--- src/rtl/tx_frame_pkg.sv ---
// rtl/tx_frame_pkg.sv - shared types, constants and byte-wise CRC-16/KERMIT step for the TX framer
package tx_frame_pkg;

    typedef enum logic [2:0] {
        ST_IDLE,
        ST_PREAMBLE,
        ST_SFD,
        ST_PHR,
        ST_PAYLOAD,
        ST_FCS
    } tx_state_e;

    localparam int          DEFAULT_PREAMBLE_BYTES = 4;
    localparam logic [7:0]  DEFAULT_SFD            = 8'hA7;
    localparam logic [7:0]  PREAMBLE_BYTE          = 8'h00;
    localparam logic [15:0] CRC_POLY_REFL          = 16'h8408;
    localparam logic [15:0] CRC_INIT               = 16'h0000;

    // Reflected CRC-16 (poly 0x1021), one whole byte, LSB first
    function automatic logic [15:0] crc16_byte(input logic [15:0] crc, input logic [7:0] data);
        logic [15:0] c;
        c = crc ^ {8'h00, data};
        for (int i = 0; i < 8; i++) begin
            c = c[0] ? ((c >> 1) ^ CRC_POLY_REFL) : (c >> 1);
        end
        return c;
    endfunction

endpackage

--- src/rtl/fcs16_calc.sv ---
// rtl/fcs16_calc.sv - running CRC-16/KERMIT register, cleared per frame, updated per accepted byte
module fcs16_calc
    import tx_frame_pkg::*;
(
    input  logic        clk,
    input  logic        rst_n,
    input  logic        clear,
    input  logic        byte_en,
    input  logic [7:0]  data,
    output logic [15:0] crc
);

    logic [15:0] crc_q;
    logic [15:0] crc_d;

    always_comb begin
        crc_d = crc_q;
        if (clear) begin
            crc_d = CRC_INIT;
        end else if (byte_en) begin
            crc_d = crc16_byte(crc_q, data);
        end
    end

    always_ff @(posedge clk or negedge rst_n) begin
        if (!rst_n) begin
            crc_q <= CRC_INIT;
        end else begin
            crc_q <= crc_d;
        end
    end

    assign crc = crc_q;

endmodule

--- src/rtl/tx_frame_builder.sv ---
// rtl/tx_frame_builder.sv - 802.15.4 PPDU framer to a nibble FIFO; FCS appended when TX_FRAME_FCS_EN is defined
module tx_frame_builder
    import tx_frame_pkg::*;
#(
    parameter int         MAX_LEN        = 127,
    parameter int         PREAMBLE_BYTES = DEFAULT_PREAMBLE_BYTES,
    parameter logic [7:0] SFD_VALUE      = DEFAULT_SFD
) (
    input  logic       inClock,
    input  logic       inReset,
    input  logic       inStart,
    input  logic [6:0] inLength,
    input  logic [7:0] inData,
    input  logic       inValid,
    output logic       outReady,
    input  logic       inFifoFull,
    output logic [3:0] outNibble,
    output logic       outWriteEnable,
    output logic       outBusy,
    output logic       outDone,
    output logic       outError
);

`ifdef TX_FRAME_FCS_EN
    localparam int FCS_BYTES = 2;
`else
    localparam int FCS_BYTES = 0;
`endif

    tx_state_e  state_q, state_d;
    logic       phase_q, phase_d;
    logic [3:0] hi_nib_q, hi_nib_d;
    logic [6:0] pay_cnt_q, pay_cnt_d;
    logic [7:0] pre_cnt_q, pre_cnt_d;
    logic [6:0] frame_len_q, frame_len_d;
    logic [3:0] nib_q, nib_d;
    logic       we_q, we_d;
    logic       busy_q, busy_d;
    logic       done_q, done_d;
    logic       err_q, err_d;
    logic       last_q, last_d;

    logic [7:0] req_len;
    logic       len_bad;
    logic       idle_req;
    logic       start_ok;
    logic       start_bad;
    logic [7:0] src_byte;
    logic       src_ok;
    logic       byte_end;
    logic       ready;
    logic       acc;

    assign req_len   = {1'b0, inLength} + 8'(FCS_BYTES);
    assign len_bad   = (inLength == 7'd0) || (req_len > 8'(MAX_LEN));
    // busy_q also covers the cycle the final nibble is on the FIFO bus
    assign idle_req  = inStart && (state_q == ST_IDLE) && !busy_q;
    assign start_ok  = idle_req && !len_bad;
    assign start_bad = idle_req && len_bad;

`ifdef TX_FRAME_FCS_EN
    logic        fcs_idx_q, fcs_idx_d;
    logic [15:0] crc;

    fcs16_calc u_fcs16_calc (
        .clk     (inClock),
        .rst_n   (inReset),
        .clear   (start_ok),
        .byte_en (acc),
        .data    (inData),
        .crc     (crc)
    );
`endif

    always_comb begin
        state_d     = state_q;
        phase_d     = phase_q;
        hi_nib_d    = hi_nib_q;
        pay_cnt_d   = pay_cnt_q;
        pre_cnt_d   = pre_cnt_q;
        frame_len_d = frame_len_q;
        nib_d       = nib_q;
        we_d        = 1'b0;
        busy_d      = busy_q;
        done_d      = last_q;
        err_d       = start_bad;
        last_d      = 1'b0;
        src_byte    = PREAMBLE_BYTE;
        src_ok      = 1'b0;
        byte_end    = 1'b0;
`ifdef TX_FRAME_FCS_EN
        fcs_idx_d   = fcs_idx_q;
`endif

        if (last_q) begin
            busy_d = 1'b0;
        end

        // A fresh start emits its first nibble in the same cycle
        if (start_ok) begin
            state_d     = ST_PREAMBLE;
            phase_d     = 1'b0;
            pre_cnt_d   = 8'd0;
            pay_cnt_d   = inLength;
            frame_len_d = req_len[6:0];
            busy_d      = 1'b1;
`ifdef TX_FRAME_FCS_EN
            fcs_idx_d   = 1'b0;
`endif
        end

        case (state_d)
            ST_PREAMBLE: begin src_byte = PREAMBLE_BYTE;         src_ok = 1'b1;    end
            ST_SFD:      begin src_byte = SFD_VALUE;             src_ok = 1'b1;    end
            ST_PHR:      begin src_byte = {1'b0, frame_len_d};   src_ok = 1'b1;    end
            ST_PAYLOAD:  begin src_byte = inData;                src_ok = inValid; end
`ifdef TX_FRAME_FCS_EN
            ST_FCS:      begin src_byte = fcs_idx_d ? crc[15:8] : crc[7:0]; src_ok = 1'b1; end
`endif
            default:     begin src_byte = PREAMBLE_BYTE;         src_ok = 1'b0;    end
        endcase

        ready = (state_d == ST_PAYLOAD) && !phase_d && !inFifoFull;
        acc   = ready && inValid;

        if (!inFifoFull && (state_d != ST_IDLE)) begin
            if (phase_d) begin
                nib_d    = hi_nib_q;
                we_d     = 1'b1;
                phase_d  = 1'b0;
                byte_end = 1'b1;
            end else if (src_ok) begin
                nib_d    = src_byte[3:0];
                hi_nib_d = src_byte[7:4];
                we_d     = 1'b1;
                phase_d  = 1'b1;
            end
        end

        if (acc) begin
            pay_cnt_d = pay_cnt_d - 7'd1;
        end

        if (byte_end) begin
            case (state_d)
                ST_PREAMBLE: begin
                    if (pre_cnt_d == 8'(PREAMBLE_BYTES - 1)) begin
                        state_d = ST_SFD;
                    end else begin
                        pre_cnt_d = pre_cnt_d + 8'd1;
                    end
                end
                ST_SFD: state_d = ST_PHR;
                ST_PHR: state_d = ST_PAYLOAD;
                ST_PAYLOAD: begin
                    if (pay_cnt_d == 7'd0) begin
`ifdef TX_FRAME_FCS_EN
                        state_d   = ST_FCS;
                        fcs_idx_d = 1'b0;
`else
                        state_d   = ST_IDLE;
                        last_d    = 1'b1;
`endif
                    end
                end
`ifdef TX_FRAME_FCS_EN
                ST_FCS: begin
                    if (fcs_idx_d) begin
                        state_d = ST_IDLE;
                        last_d  = 1'b1;
                    end else begin
                        fcs_idx_d = 1'b1;
                    end
                end
`endif
                default: state_d = ST_IDLE;
            endcase
        end
    end

    always_ff @(posedge inClock or negedge inReset) begin
        if (!inReset) begin
            state_q     <= ST_IDLE;
            phase_q     <= 1'b0;
            hi_nib_q    <= 4'd0;
            pay_cnt_q   <= 7'd0;
            pre_cnt_q   <= 8'd0;
            frame_len_q <= 7'd0;
            nib_q       <= 4'd0;
            we_q        <= 1'b0;
            busy_q      <= 1'b0;
            done_q      <= 1'b0;
            err_q       <= 1'b0;
            last_q      <= 1'b0;
        end else begin
            state_q     <= state_d;
            phase_q     <= phase_d;
            hi_nib_q    <= hi_nib_d;
            pay_cnt_q   <= pay_cnt_d;
            pre_cnt_q   <= pre_cnt_d;
            frame_len_q <= frame_len_d;
            nib_q       <= nib_d;
            we_q        <= we_d;
            busy_q      <= busy_d;
            done_q      <= done_d;
            err_q       <= err_d;
            last_q      <= last_d;
        end
    end

`ifdef TX_FRAME_FCS_EN
    always_ff @(posedge inClock or negedge inReset) begin
        if (!inReset) begin
            fcs_idx_q <= 1'b0;
        end else begin
            fcs_idx_q <= fcs_idx_d;
        end
    end
`endif

    assign outReady       = ready;
    assign outNibble      = nib_q;
    assign outWriteEnable = we_q;
    assign outBusy        = busy_q;
    assign outDone        = done_q;
    assign outError       = err_q;

endmodule

--- config.mk ---
export PLATFORM = sky130hd
export DESIGN_NAME = tx_frame_builder
export DESIGN_NICKNAME = d
export VERILOG_FILES = /design/src/rtl/tx_frame_pkg.sv /design/src/rtl/fcs16_calc.sv /design/src/rtl/tx_frame_builder.sv
export SDC_FILE = /design/constraint.sdc
export NUM_CORES = 1
export LEC_CHECK = 0
export ABC_AREA = 1
export CELL_PAD_IN_SITES_DETAIL_PLACEMENT = 1
export CELL_PAD_IN_SITES_GLOBAL_PLACEMENT = 1
export CORE_MARGIN = 10
export CORE_UTILIZATION = 35
export DETAILED_ROUTE_END_ITERATION = 6
export PLACE_DENSITY = 0.72
export SETUP_SLACK_MARGIN = 0.15
export SYNTH_ARGS = -nofsm -noshare
export SYNTH_HDL_FRONTEND = slang
export SYNTH_HIERARCHICAL = 1
export SYNTH_SLANG_ARGS = --single-unit
--- constraint.sdc ---
create_clock -name inClock -period 5.55 [get_ports inClock]
set_input_delay 1.11 -clock inClock [delete_from_list [all_inputs] [get_ports inClock]]
set_output_delay 1.11 -clock inClock [all_outputs]
set_load 0.03 [all_outputs]
## Yosys cells after proc, flatten, opt, wreduce, memory -nomap -nowiden

Index checks and enable logic that the tools add are counted.

- Register bits: 39
- Bits of input ports: 20
- Logic and storage cells: 72

- Reductions and logical operators: 22
- Multiplexer cells: 29
- Bitwise logic cells: 1
- Order comparisons: 1
- Add/subtract/negate cells: 2
- Equality and inequality tests: 5

Operator list:

| kind | number |
|---|---|
| two-way mux 8 bit | 4 |
| one-hot mux 8 bit (3 select lines) | 1 |
| two-way mux 7 bit | 3 |
| zero test 7 bit | 2 |
| two-way mux 1 bit | 13 |
| two-way mux 3 bit | 4 |
| one-hot mux 3 bit (4 select lines) | 1 |
| adder 8 x 1 -> 8 bit (second input constant) | 1 |
| == test 8 x 2 -> 1 bit (second input constant) | 1 |
| logical AND 1 bit | 8 |
| two-way mux 4 bit | 2 |
| > comparator 7 bit (second input constant) | 1 |
| subtractor 7 x 1 -> 7 bit (second input constant) | 1 |
| == test 3 x 2 -> 1 bit (second input constant) | 2 |
| zero test 1 bit | 4 |
| nonzero test 2 bit | 2 |
| == test 3 x 1 -> 1 bit (second input constant) | 1 |
| == test 3 bit (second input constant) | 1 |
| zero test 3 bit | 1 |
| AND reduction 3 bit | 1 |
| nonzero test 3 bit | 1 |
| OR reduction 3 bit | 1 |
| one-hot mux 1 bit (2 select lines) | 1 |
| AND reduction 2 bit | 1 |
| other kinds (2) | 2 |

## Logic depth before layout (Yosys ltp)

- Depth in word-level cells: 14
- Gate-level depth with buffers: 21

## Least setup slack after synthesis

Ideal clock, no wire load.

- Kind: in2reg
- Start point: in inLength[6]
- End point: reg state_q[2]
- Stages: 20
- Path slack: 2590 ps
- Setup time: 65 ps
- Data required time: 5485 ps
- Arrival: 2895 ps
- Path buffers: 1
- Path through: inv_1 nand2_1 nor2_1 nand2_2 nand2_8 buf_6 nand2_1 nand2_1 inv_1 ha_1 or2_2 nand2_1 nor2_1 nand3_1 nor2_1 nand2_1 nand2_1 nand2_1 nand2_1 nand2_1

- Longest elaborated chain between the ends: 14
- Elaborated cells between the ends (all ways): 29
- Those cells by class: 1 x add/sub; 1 x order compare; 5 x eq/ne; 11 x mux; 11 x reduce/logical

Ends and longest elaborated chain:

| item | line | RTL |
|---|---|---|
| from (decl) | tx_frame_builder.sv:12 | `input logic [6:0] inLength,` |
| > comparator 7 bit / zero test 7 bit (equally long branches) | tx_frame_builder.sv:55 | `assign len_bad = (inLength == 7'd0) \|\| (req_len > 8'(MAX_LEN));` |
| logical OR 1 bit * | tx_frame_builder.sv:55 |  |
| zero test 1 bit * | tx_frame_builder.sv:58 | `assign start_ok = idle_req && !len_bad;` |
| logical AND 1 bit * | tx_frame_builder.sv:58 |  |
| parallel branches: the longest is 5 deep, another holds subtractor 7 x 1 -> 7 bit | n/a |  |
| two-way mux 7 bit * | tx_frame_builder.sv:140 | `if (acc) begin` |
| via pay_cnt_d[1] | tx_frame_builder.sv:33 | `logic [6:0] pay_cnt_q, pay_cnt_d;` |
| zero test 7 bit * | tx_frame_builder.sv:156 | `if (pay_cnt_d == 7'd0) begin` |
| two-way mux 3 bit * | tx_frame_builder.sv:156 |  |
| one-hot mux 3 bit (4 select lines) * | tx_frame_builder.sv:145 | `case (state_d)` |
| two-way mux 3 bit * | tx_frame_builder.sv:144 | `if (byte_end) begin` |
| via state_d[2] | tx_frame_builder.sv:30 | `tx_state_e state_q, state_d;` |
| to (signal assigned) | tx_frame_builder.sv:196 | `state_q <= state_d;` |
| to (decl) | tx_frame_builder.sv:30 |  |

Mark *: on every way through the listed nets, which the timed path passes.
A chain may end at the register's enable or synchronous reset.

## Worst setup path after layout

- Start point: in inLength[6]
- End point: reg pre_cnt_q[7]

- Longest elaborated chain between the ends: 9
- Elaborated cells between the ends (all ways): 18
- Those cells by class: 1 x add/sub; 1 x order compare; 2 x eq/ne; 8 x mux; 6 x reduce/logical

Ends and longest elaborated chain:

| item | line | RTL |
|---|---|---|
| > comparator 7 bit / zero test 7 bit (equally long branches) | tx_frame_builder.sv:55 |  |
| logical OR 1 bit * | tx_frame_builder.sv:55 |  |
| zero test 1 bit * | tx_frame_builder.sv:58 |  |
| logical AND 1 bit * | tx_frame_builder.sv:58 |  |
| two-way mux 8 bit / two-way mux 3 bit (equally long branches) | tx_frame_builder.sv:100 | `if (start_ok) begin` |
| adder 8 x 1 -> 8 bit, or another cell as far along | tx_frame_builder.sv:150 | `pre_cnt_d = pre_cnt_d + 8'd1;` |
| two-way mux 8 bit / logical AND 1 bit (equally long branches) | tx_frame_builder.sv:147, tx_frame_builder.sv:126 |  |
| two-way mux 8 bit / two-way mux 1 bit (equally long branches) | tx_frame_builder.sv:145, tx_frame_builder.sv:126 |  |
| two-way mux 8 bit * | tx_frame_builder.sv:144 |  |
| via pre_cnt_d[7] | tx_frame_builder.sv:34 | `logic [7:0] pre_cnt_q, pre_cnt_d;` |
| to (signal assigned) | tx_frame_builder.sv:200 | `pre_cnt_q <= pre_cnt_d;` |
| to (decl) | tx_frame_builder.sv:34 |  |

The timed path passes the listed nets; every way through them passes the cells marked *.

==> results list <==
* Status: completed
- Setup violations remaining at the end of the flow were counted as 0.
- Input and output buffers added on the ports amount to 28.
* GRT Resource Usage Total: 11.9%
- Capture instance of the worst register-to-register path: pre_cnt_q[7]$_DFF_PN0_
- Flop2flop setup slack: 2.86 ns
- The Yosys step of the flow raised 6 warnings.
- The floorplan step set the die width to 98.3 um.
- The number of hold buffers added after CTS was 0.
* Core occupancy in the finished layout: 43.9%
* Number of detailed-routing iterations run before antenna repair: 4
- Post-CTS setup buffer count: 0
- The setup path with the least slack is of type in2reg.
* Seq cells post-synth: 39
* Final Hold Fails: 0
- Time the final worst path needs with I/O delays and setup: 3.68 ns
- After detailed routing, the average wire length per cell comes to 14.6 um.
- Number of library cell types mapped by synthesis: 31
- STA classifies the critical path endpoint as a flip-flop.
- Cell Count Post-Placement: 376
- Total wirelength of the detailed-routed design: 5.60 mm
- Setup repair after global routing left no endpoint under its margin.
- CP Capture Point: pre_cnt_q[7]$_DFF_PN0_
- Across the routed clock network, the largest skew measured is 0.00517 ns.
* Worst slack, placed: 1.55 ns
- Hold Worst Slack: 0.382 ns
* Std-Cell Core Area: 5960 um2
* Count leader, synth: sky130_fd_sc_hd__nand2_1
- The top cell type by area accounts for 45.5% of the synthesized area.
- Maximum number of pins on one net before global-route repair: 40
- Final routed DRC violation total: 0
- Cell type contributing the most total cell area after synthesis: sky130_fd_sc_hd__dfrtp_1
* Seq/Total Area, Yosys: 45.5%
* Clock Tree Buf Depth: 2
- TritonCTS built the clock tree.
- For the worst flop-to-flop path, the logic depth is 15.
- Post-route total power: 1.21 mW
- The H-tree was split into 2 levels.
* FFs w/ async S/R, synth: 100%
* Power density over the cells: 464 nW/um2
- Post-synth EDFFs: 0
- By area the synthesized netlist is led by sky130_fd_sc_hd__dfrtp_1, sky130_fd_sc_hd__nand2_1, sky130_fd_sc_hd__nand3_1, sky130_fd_sc_hd__inv_1, sky130_fd_sc_hd__nor2_1.
* Net count of the finished layout: 330
- Max-cap violations: 0
* Largest fanout on the critical path: 28
- For this configuration, the core starts out at a cell density of 36.1%.
* Synth Instances: 276
- Area added between synthesis and finish: 21.8%
- Total clock buffers created by CTS: 5
- Critical Path Start: inLength[6]
- The number of global-route vias before repair is 1,985.
- Grt ovf: 0
- Number of rows created at floorplan: 28
* Detail-routed via count per cell: 4.80
* Setup TNS: 0 ns
- In this run the critical register-to-register path is launched from state_q[2]$_DFF_PN0_.
- In this run the static leakage power is 1.33 nW.
* Hold Path Class: reg2reg
* CP startpoint kind: input pin
- The count of nets left with antenna violations once routing finished came out at 0.
- Synth top cells by count: sky130_fd_sc_hd__nand2_1, sky130_fd_sc_hd__dfrtp_1, sky130_fd_sc_hd__inv_1
* Clock latency on the worst-skew pair: 0.29 ns
- After clock tree synthesis, the clock-pin slew on the worst setup and hold paths is 0.07 ns.
- Cell depth of the worst hold path: 0
- After clock tree synthesis, the repair step resized 0 gates.
- Worst-case headroom to the max-slew limit: 40.7%
- Global-route wire length before repair: 9.56 mm
- Once routing completed, OpenROAD measured the worst setup slack at 1.87 ns.
- At the pin with the least slew margin, the transition time is 0.890 ns.
- Top-level I/O count: 29
- Worst endpoint data arrival time: 3.86 ns
* Final weighted congestion of routability-driven global placement: 0.818
- Highest ir drop seen on vdd: 200 uV
- Number of design-rule violations left by the first detailed-router iteration: 35
- Design area: 2620 um2
- The number of slew-limit violations in the final report is 0.
- The count of cells in the finished layout, fillers not included, comes to 384.
- Highest attainable clock frequency: 0.272 GHz
* Antenna diodes: 0
- In the final layout, the share of cells above drive strength 1 is 10.4%.
- Synth Net Count: 298
- Height of the chip: 98.3 um
- Mapped Area: 2150 um2
* Main synth FF type: sky130_fd_sc_hd__dfrtp_1
* Antenna violations before repair: 0
- Placed cell areas: 2500 um2
* Die area: 9670 um2
- CTS saw 39 sinks.
* Required time at the worst-slack endpoint: 5.73 ns
* Average footprint of a synthesized cell: 7.78 um2
- Detailed placement ended at an HPWL of 4.49 mm.
* Cell at the root of the clock tree: sky130_fd_sc_hd__clkbuf_8
- In the finished design, the share of the clock period the worst path needs comes to 66.3%.
- Fill cell count: 740
- Routed via count: 1,845
worst max-delay path, stage by stage:
cell	delay (ns)
sky130_fd_sc_hd__clkdlybuf4s50_1	0.40
sky130_fd_sc_hd__inv_1	0.12
sky130_fd_sc_hd__nand2_1	0.08
sky130_fd_sc_hd__nor2_1	0.13
sky130_fd_sc_hd__nand2_2	0.18
sky130_fd_sc_hd__nand2_8	0.22
sky130_fd_sc_hd__inv_2	0.08
sky130_fd_sc_hd__nor2_1	0.50
sky130_fd_sc_hd__inv_2	0.20
sky130_fd_sc_hd__nor2_8	0.22
sky130_fd_sc_hd__nand2_2	0.08
sky130_fd_sc_hd__clkinv_2	0.09
sky130_fd_sc_hd__nand2_4	0.08
sky130_fd_sc_hd__nor2_4	0.10
sky130_fd_sc_hd__nand2_1	0.07
sky130_fd_sc_hd__xor2_1	0.14
sky130_fd_sc_hd__inv_1	0.05
sequential cells by signal (all words and copies together) (netlist names):
signal	count
pay_cnt_q	7
done_d	1
outDone	1
state_q	3
outBusy	1
outError	1
frame_len_q	7
hi_nib_q	4
outWriteEnable	1
outNibble	4
phase_q	1
pre_cnt_q	8
cell usage in the layout (no fill, tap or decap):
cell type,instances
sky130_fd_sc_hd__nand2_1,85
sky130_fd_sc_hd__nor3_2,1
sky130_fd_sc_hd__o21ai_0,12
sky130_fd_sc_hd__nor2_8,2
sky130_fd_sc_hd__a21oi_1,8
sky130_fd_sc_hd__dfrtp_1,39
sky130_fd_sc_hd__nor2_1,26
sky130_fd_sc_hd__nand2_4,2
sky130_fd_sc_hd__xor2_1,5
sky130_fd_sc_hd__inv_1,32
sky130_fd_sc_hd__nor2_2,2
sky130_fd_sc_hd__inv_2,4
sky130_fd_sc_hd__a22oi_1,3
sky130_fd_sc_hd__clkinv_1,1
sky130_fd_sc_hd__o31ai_1,2
sky130_fd_sc_hd__clkinv_2,2
sky130_fd_sc_hd__clkdlybuf4s50_1,27
sky130_fd_sc_hd__mux2_2,1
sky130_fd_sc_hd__nor2_4,2
sky130_fd_sc_hd__nand2_8,1
sky130_fd_sc_hd__nand4_1,2
sky130_fd_sc_hd__clkbuf_8,6
sky130_fd_sc_hd__nand2_2,5
sky130_fd_sc_hd__ha_1,2
sky130_fd_sc_hd__or2_2,1
sky130_fd_sc_hd__nand4_2,1
sky130_fd_sc_hd__mux2_1,1
sky130_fd_sc_hd__bufinv_16,1
sky130_fd_sc_hd__nand3_1,25
sky130_fd_sc_hd__xnor2_1,2
sky130_fd_sc_hd__nor3_1,3
sky130_fd_sc_hd__o21a_1,2
sky130_fd_sc_hd__buf_2,1
logic make-up (layout without fill, tap and decap cells):
logic type	after synthesis	in the layout	share of synthesized area, %
AOI/OAI and AO/OA	27	27	7.11
xor gates and xnor gates	7	7	2.86
adders and majority gates	2	2	1.17
buffers and inverters	41	74	7.58
DFF	39	39	45.5
muxes	2	2	1.05
and+or+nand+nor	158	158	34.8
cell type report:
type	instances	area [um2]	share of cell area, %
repair buffers	28	275	10.5
multi-input cells	196	1010	38.6
clock buffers	6	82.6	3.16
inverters	38	144	5.50
clock inverters	2	35.0	1.34
well taps	75	93.8	3.59
flip-flops and latches	39	976	37.3
worst min-delay path by stage:
stage                          start                 to  slack [ns]
floorplan           done_d$_DFF_PN0_  outDone$_DFF_PN0_        0.35
global placement    done_d$_DFF_PN0_  outDone$_DFF_PN0_        0.37
detailed placement  done_d$_DFF_PN0_  outDone$_DFF_PN0_        0.37
CTS                 done_d$_DFF_PN0_  outDone$_DFF_PN0_        0.39
global route        done_d$_DFF_PN0_  outDone$_DFF_PN0_        0.39
finish              done_d$_DFF_PN0_  outDone$_DFF_PN0_        0.38
metal layers:
| layer | part of all wire, % | wire length (um) | track usage, % | vias up |
|---|---|---|---|---|
| met3 | 2.4 | 132 | 2.18 | 4 |
| met5 | 0 | 0 | 0 | - |
| met4 | 1.2 | 66 | 4.30 | 0 |
| li1 | - | - | - | 930 |
| met2 | 48 | 2710 | 19.4 | 27 |
| met1 | 48 | 2690 | 15.3 | 884 |
power by group:
group	total, mW	internal [mW]	switching [mW]
Combinational	0.549	0.184	0.365
Clock	0.245	0.146	0.0999
Sequential	0.419	0.379	0.0400
Total	1.21	0.709	0.505
Power figures use the tool's default switching activity.
